`config.mk`:
```
export PLATFORM = sky130hd
export DESIGN_NAME = clk_monitor
export DESIGN_NICKNAME = d
export VERILOG_FILES = /design/src/rtl/clk_monitor.sv
export SDC_FILE = /design/constraint.sdc
export NUM_CORES = 1
export LEC_CHECK = 0
export BUFFER_PORTS_ARGS = -buffer_cell sky130_fd_sc_hd__buf_4
export CORE_MARGIN = 2
export CORE_UTILIZATION = 48
export CTS_BUF_LIST = sky130_fd_sc_hd__clkbuf_8 sky130_fd_sc_hd__clkbuf_16
export DETAILED_ROUTE_END_ITERATION = 6
export PLACE_DENSITY = 0.67
export REMOVE_ABC_BUFFERS = 1
export SLEW_MARGIN = 40
export SYNTH_ARGS = -nofsm -noshare
export SYNTH_HDL_FRONTEND = slang
export SYNTH_SLANG_ARGS = --single-unit
export TNS_END_PERCENT = 50
```
`constraint.sdc`:
```
create_clock -name clk -period 4.4 [get_ports clk]
set_input_delay 0.66 -clock clk [delete_from_list [all_inputs] [get_ports clk]]
set_output_delay 0.66 -clock clk [all_outputs]
set_load 0.01 [all_outputs]
```
`src/rtl/clk_monitor.sv`:
```
// Divided-clock observer: synchronises clk_in, strobes its edges, times each half-period
// and tracks STOPPED/UNLOCKED/LOCKED. Define CLK_MON_PERIOD_EN to add period/period_vld outputs.
`timescale 1ns/1ps

module clk_monitor #(
  parameter int SYS_CLK    = 12000000,
  parameter int CLK_IN     = 1000000,
  parameter int HALF_NOM   = SYS_CLK / (2 * CLK_IN),
  parameter int TOL        = 1,
  parameter int LOCK_COUNT = 4,
  parameter int CNT_W      = 16
) (
  input  logic             clk,
  input  logic             rst,
  input  logic             enable,
  input  logic             clk_in,
  output logic             rise,
  output logic             fall,
  output logic             locked,
  output logic             stopped,
  output logic             fault,
  output logic [7:0]       fault_cnt
`ifdef CLK_MON_PERIOD_EN
  ,
  output logic [CNT_W-1:0] period,
  output logic             period_vld
`endif
);

  localparam int GOOD_W = $clog2(LOCK_COUNT + 1);
  localparam logic signed [CNT_W:0] HALF_S  = (CNT_W+1)'(HALF_NOM);
  localparam logic signed [CNT_W:0] TOL_S   = (CNT_W+1)'(TOL);
  localparam logic [CNT_W-1:0]      TMO_LIM = CNT_W'(HALF_NOM + TOL);
  localparam logic [GOOD_W-1:0]     LOCK_G  = GOOD_W'(LOCK_COUNT);

  typedef enum logic [1:0] {
    ST_STOPPED,
    ST_UNLOCKED,
    ST_LOCKED
  } state_t;

  state_t              state, state_next;
  logic                s1, s2, s3;
  logic                clk_edge;
  logic [CNT_W-1:0]    half_cnt, half_next;
  logic [CNT_W-1:0]    meas;
  logic signed [CNT_W:0] diff;
  logic                in_range;
  logic                timeout;
  logic [GOOD_W-1:0]   good_cnt, good_next, good_inc;
  logic                fault_next;

  // s1 is the metastability stage; s2/s3 form the edge detector.
  // NOTE: sequential state always uses non-blocking assignments so every flop samples pre-edge values.
  always_ff @(posedge clk or posedge rst) begin
    if (rst) begin
      s1 <= 1'b0;
      s2 <= 1'b0;
      s3 <= 1'b0;
    end else begin
      s1 <= clk_in;
      s2 <= s1;
      s3 <= s2;
    end
  end

  assign rise     = s2 & ~s3;
  assign fall     = ~s2 & s3;
  assign clk_edge = s2 ^ s3;

  assign meas     = half_cnt + CNT_W'(1);
  assign diff     = $signed({1'b0, meas}) - HALF_S;
  assign in_range = (diff <= TOL_S) && (diff >= -TOL_S);
  assign timeout  = !clk_edge && (half_cnt >= TMO_LIM);
  assign good_inc = good_cnt + GOOD_W'(1);

  // NOTE: every always_comb output gets a default first, so no path can infer a latch.
  always_comb begin
    state_next = state;
    good_next  = good_cnt;
    fault_next = 1'b0;
    half_next  = half_cnt;

    if (!enable) begin
      half_next  = '0;
      good_next  = '0;
      state_next = ST_STOPPED;
    end else begin
      if (clk_edge)            half_next = '0;
      else if (half_cnt != '1) half_next = half_cnt + CNT_W'(1);

      // An edge takes priority over a coincident timeout.
      if (clk_edge) begin
        case (state)
          ST_STOPPED: begin
            state_next = ST_UNLOCKED;
            good_next  = '0;
          end
          ST_UNLOCKED: begin
            if (in_range) begin
              good_next = good_inc;
              if (good_inc == LOCK_G) state_next = ST_LOCKED;
            end else begin
              good_next = '0;
            end
          end
          ST_LOCKED: begin
            if (!in_range) begin
              state_next = ST_UNLOCKED;
              good_next  = '0;
              fault_next = 1'b1;
            end
          end
          default: begin
            state_next = ST_STOPPED;
            good_next  = '0;
          end
        endcase
      end else if (timeout) begin
        state_next = ST_STOPPED;
        good_next  = '0;
        fault_next = (state == ST_LOCKED);
      end
    end
  end

  always_ff @(posedge clk or posedge rst) begin
    if (rst) begin
      state     <= ST_STOPPED;
      half_cnt  <= '0;
      good_cnt  <= '0;
      fault     <= 1'b0;
      fault_cnt <= '0;
    end else begin
      state    <= state_next;
      half_cnt <= half_next;
      good_cnt <= good_next;
      fault    <= fault_next;
      if (fault_next && fault_cnt != 8'hFF) fault_cnt <= fault_cnt + 8'd1;
    end
  end

  assign locked  = (state == ST_LOCKED);
  assign stopped = (state == ST_STOPPED);

`ifdef CLK_MON_PERIOD_EN
  always_ff @(posedge clk or posedge rst) begin
    if (rst) begin
      period     <= '0;
      period_vld <= 1'b0;
    end else begin
      period_vld <= enable & clk_edge;
      if (enable && clk_edge) period <= meas;
    end
  end
`endif

endmodule
```
# Yosys cells after proc, flatten, opt, wreduce, memory -nomap -nowiden
# Index checks and enable logic that the tools add are counted.
[classes]
n_addsub = 4
n_mul = 0
n_div = 0
magnitude_cmp = 3
n_eq_ne = 10
shifts = 0
mux = 21
bitwise_logic = 5
n_reduce_logical = 7
[op_table]
columns = ["op", "count"]
rows = [
  ["2-to-1 mux 16 bit", 3],
  ["greater-or-equal comparator 17 x 1 -> 1 bit (second input constant)", 1],
  ["<= comparator 17 x 2 -> 1 bit (second input constant)", 1],
  ["subtractor 16 x 3 -> 17 bit (second input constant)", 1],
  ["adder 16 x 1 -> 16 bit (second input constant)", 1],
  ["greater-or-equal comparator 16 x 3 -> 1 bit (second input constant)", 1],
  ["!= test 16 bit (second input constant)", 1],
  ["2-to-1 mux 3 bit", 5],
  ["2-to-1 mux 2 bit", 6],
  ["!= test 4 bit (second input constant)", 3],
  ["adder 8 x 1 -> 8 bit (second input constant)", 1],
  ["!= test 8 bit (second input constant)", 1],
  ["!= test 3 x 1 -> 1 bit (second input constant)", 2],
  ["case mux 2 bit (3 select lines)", 1],
  ["case mux 3 bit (2 select lines)", 1],
  ["2-to-1 mux 1 bit", 5],
  ["AND reduction 4 bit", 1],
  ["adder 3 x 1 -> 3 bit (second input constant)", 1],
  ["equality test 3 bit (second input constant)", 1],
  ["logical AND 1 bit", 3],
  ["AND 1 bit", 2],
  ["equality test 2 x 1 -> 1 bit (second input constant)", 1],
  ["equality test 2 bit (second input constant)", 1],
  ["logical NOT 2 bit", 1],
  ["4 further kinds", 5],
]
[totals]
regBits = 33
latch_bits = 0
ram_bits = 0
rom_bits = 0
inputBits = 4
output_inout_bits = 13
word_cells = 58
memories = 0

# Logic depth before layout (Yosys ltp)
[logic_depth]
depth_word = 9
depth_mapped = 17
ltp_nobuf = 15

# Worst setup path after synthesis
# Ideal clock, no wire load.
[synth_path]
path_type = "register to register"
start = "register half_cnt[0]"
end = "register fault_cnt[1]"
arrival_ps = 3865
path_slack_ps = 409
stages_incl_launch_ff = 18
path_buffers = 2
period_less_slack_ps = 3991
cell_sequence = "dfrtp_1 buf_2 inv_1 ha_1 a21oi_1 a2bb2oi_1 nand2_1 xnor2_1 a2111oi_0 o2111ai_2 nor4_1 ha_1 nor2b_1 mux2_4 or3_1 buf_4 nand2_4 mux2_4"
[synth_between]
elab_chain_len = 9
word_cells_on_any_way = 13
classes_between = "2 x add/sub; 3 x order compare; 5 x mux; 3 x reduce/logical"
[synth_lines]
columns = ["element", "line_no", "source"]
rows = [
  ["from (decl)", "45", "logic [CNT_W-1:0] half_cnt, half_next;"],
  ["from (signal assigned)", "136", "half_cnt <= half_next;"],
  ["adder 16 x 1 -> 16 bit", "71", "assign meas = half_cnt + CNT_W'(1);"],
  ["subtractor 16 x 3 -> 17 bit", "72", "assign diff = $signed({1'b0, meas}) - HALF_S;"],
  ["<= comparator 17 x 2 -> 1 bit or greater-or-equal comparator 17 x 1 -> 1 bit (tied branches)", "73", "assign in_range = (diff <= TOL_S) && (diff >= -TOL_S);"],
  ["logical AND 1 bit", "73", ""],
  ["2-to-1 mux 1 bit", "108", "if (!in_range) begin"],
  ["2-to-1 mux 1 bit", "94", "case (state)"],
  ["2-to-1 mux 1 bit (*)", "93", "if (clk_edge) begin"],
  ["2-to-1 mux 1 bit (*)", "84", "if (!enable) begin"],
  ["logical AND 1 bit (*)", "139", "if (fault_next && fault_cnt != 8'hFF) fault_cnt <= fault_cnt + 8'd1;"],
  ["to (signal assigned)", "139", ""],
  ["to (decl)", "22", "output logic [7:0] fault_cnt"],
]
# Every way passes the cells marked *; elsewhere a longest branch is shown, timed or not.
# A chain may end at the register's enable or synchronous reset.

# Worst setup path in the final report
# Ends and elaborated chain as after synthesis.

==> metrics.md <==
| Metric | Value |
|---|---|
| Drt drc | 0 |
| Synthesized netlist cell count | 289 |
| Worst Hold Endpoint | s2 |
| Minimum clock period | roughly 4 ns |
| Count of flip-flops with a built-in enable after synthesis | 0 |
| Clock Path Buffers | 2 |
| N_diodes | 0 |
| Commonest cells after routing, fill and taps aside | dfrtp_1 (33), buf_4 (27), xnor2_1 (20), nor2_1 (20), o21ai_0 (19) |
| R2R cell count | 14 |
| Worst hold margin | 0.352 ns |
| CTS tree | built |
| Hold_sp | s1 |
| Worst-path fanout max | 7 |
| Clock slew at reported path FFs | 0.07 ns |
| CTS sink cnt | 33 |
| Starting DRT DRC Count | around 150 |
| Total grt overflow | 0 |
| Root buffer cell | clkbuf_8 |
| Post-synthesis register bit count | 33 |
| Mapped Area | about 2600 um^2 |
| Crit. End Element | register |
| Max Slew Vio Count | 0 |
| Fmax | 0.243 GHz |
| Initial antenna violation count | 0 |
| Avg Inst Size Synth | between 9 and 10 um^2 |
| Arr. time, crit path | 4.29 ns |
| Drt first pass iters | 4 |
| Slew HR | between 60% and 70% |
| Post-layout util | between 50% and 60% |
| Worst vdd ir | 0.000206 V |
| Pin count of the biggest net entering global routing | 34 |
| Initial Util | 50.6% |
| Yosys warning count | 0 |
| Sequential area share after synthesis | a little under a third |
| Num CTS Buffers | 5 |
| Least-Margin Pin Slew | 0.506 ns |
| Detail Route Antenna Nets | 0 |
| Unique masters post-synth | 67 |
| DRT Wirelength | ~6000 um |
| Number of global-route vias before repair | 2128 |
| GRT Util Overall | 20.8% |
| RSZ-0062 raised after global routing | false |
| Non-filler cells in the finished layout | between 300 and 400 |
| Port Buffer Count | 16 |
| Die Span Y | 78.1 um |
| Via density | 5.94 |
| Data required time of the worst path | roughly 4.6 ns |
| Max cap viols | 0 |
| Reg2reg start | half_cnt[0] |
| Pwr dens | 222 nW/um^2 |
| Htree depth | 2 |
| Finish-stage setup viols | 0 |
| Clock Skew | 0.00434 ns |
| Slack of the critical path | 0.279 ns |
| Worst R2R End | fault_cnt[1] |
| Io pins | 17 |
| Core Area | 5200 um^2 |
| Width of the chip | between 70 and 80 um |
| Dpl cells | ~370 |
| R2R Setup Slk | 0.28 ns |
| Vias | 2240 |
| Pre-CTS WS | 0.159 ns |
| Design Area, Final | around 3000 um^2 |
| Startpoint types | register |
| Final Hold Viols | 0 |
| Hold Crit Class | reg -> reg |
| Clk_lat worst skew | 0.28 ns |
| Power, Total | 658 uW |
| Main synth FF type | dfrtp_1 |
| Syn-to-layout area delta | 12.6% |
| GPL Wtd Cong | 0.911 |
| WS Path Type | reg -> reg |
| Worst hold stages | 0 |
| HPWL Detailed | 4450 um |
| Final worst-path cycle share | between 90% and 100% |
| Setup TNS | 0 ns |
| First-pass GRT wire length | a little over 10000 um |
| Nets | 321 |
| Leak | 1.30 nW |
| Filler cells | 490 |
| FP Rows | 26 |
| Layout cell share with drive strength beyond 1 | 21.5% |
| Status | complete, no violations |
| Area of placed instances | between 2000 and 3000 um^2 |
| FFs w/ async S/R, synth | 100% |
| Avg WL per Cell | 16.0 um |
| Die Area | around 6000 um^2 |
| Commonest non-fill, non-tap cell in the layout | dfrtp_1 |
==> Yosys cell counts, drive strengths merged (4+ instances only) <==
cell type	n	area [um^2]
a2111oi	4	41.3
a21oi	4	23.8
and2	4	25.0
and3	8	55.1
and4	7	66.3
buf	9	65.1
clkbuf	8	30.0
dfrtp	33	826
ha	11	138
inv	10	37.5
mux2	4	52.6
nand2	17	71.3
nand3	19	113
nand4	14	87.6
nor2	22	87.6
nor2b	6	37.5
nor4	4	40.0
o21ai	21	105
o31ai	4	35.0
or3	4	25.0
or4	4	37.5
xnor2	21	184
xor2	12	105
==> cell type report <==
| type | count | area [um^2] | area share [%] |
|---|---|---|---|
| tap | 70 | 87.6 | 2.95 |
| inverter | 10 | 37.5 | 1.26 |
| multi-input combinational | 229 | 1710 | 57.7 |
| clock buffer | 7 | 96.3 | 3.25 |
| clock inverter | 1 | 5.00 | 0.169 |
| timing repair buffer | 27 | 203 | 6.83 |
| sequential | 33 | 826 | 27.8 |
==> worst max-delay path, cell delays in order (launching register included) <==
cell and delay (ns):
dfrtp_1 0.43, ha_2 0.27, nand3_1 0.13, mux2_2 0.40, o22ai_4 0.23, o21ai_0 0.15, a2111oi_1 0.44, a22oi_1 0.20
nor4_2 0.30, ha_1 0.28, nor2b_1 0.13, mux2_4 0.27, or3_1 0.41, nand2_4 0.09, mux2_4 0.29
==> kinds of logic (layout without fill, tap and decap cells) <==
kind of cell / Yosys count / in the layout / synth area share (%)
AO/OA/AOI/OAI: 56 / 56 / 16.4
adder cells (fa/ha/maj): 11 / 11 / 5.22
flip-flops: 33 / 33 / 31.3
XOR/XNOR: 33 / 33 / 11.0
buffers and inverters: 27 / 45 / 5.03
AND/OR/NAND/NOR: 124 / 124 / 28.7
multiplexers: 5 / 5 / 2.37
==> worst max-delay path by stage <==
stage	from	endpoint	cells past startpoint
after floorplan	half_cnt[0]	fault_cnt[1]	14
after global placement	half_cnt[0]	fault_cnt[1]	15
after detailed placement	half_cnt[2]	fault_cnt[1]	13
after CTS	half_cnt[0]	fault_cnt[1]	15
after global routing	half_cnt[2]	fault_cnt[3]	14
final	half_cnt[0]	fault_cnt[1]	14
==> registers in the layout, summed over array words and instances, names as in the netlist <==
name,flops
half_cnt,16
fault_cnt,8
good_cnt,3
state,2
fault,1
s1,1
s2,1
s3,1
==> timing repair <==
item / CTS / global route
hold buffers: 0 / 0
setup endpoints to repair: 0 / 14
endpoints found under the hold margin: 0 / 0
resized for setup: 0 / 8
setup buffers: 0 / 0
==> where the power goes <==
group	leakage, nW	internal (mW)	switching [mW]	total, mW
registers	0.451	0.308	0.00701	0.315
logic	0.796	0.0384	0.0518	0.0902
clock network	0.0542	0.141	0.111	0.253
==> metal layers <==
layer / routed length, um / GRT usage [%] / vias to the layer above
met3: 231 / 4.94 / 6
met2: 2750 / 31.1 / 43
met1: 2990 / 29.9 / 1092
li1: - / - / 1099
met4: 55 / 6.14 / 0
met5: 0 / 0 / -
(Power assumes the default switching activity.)
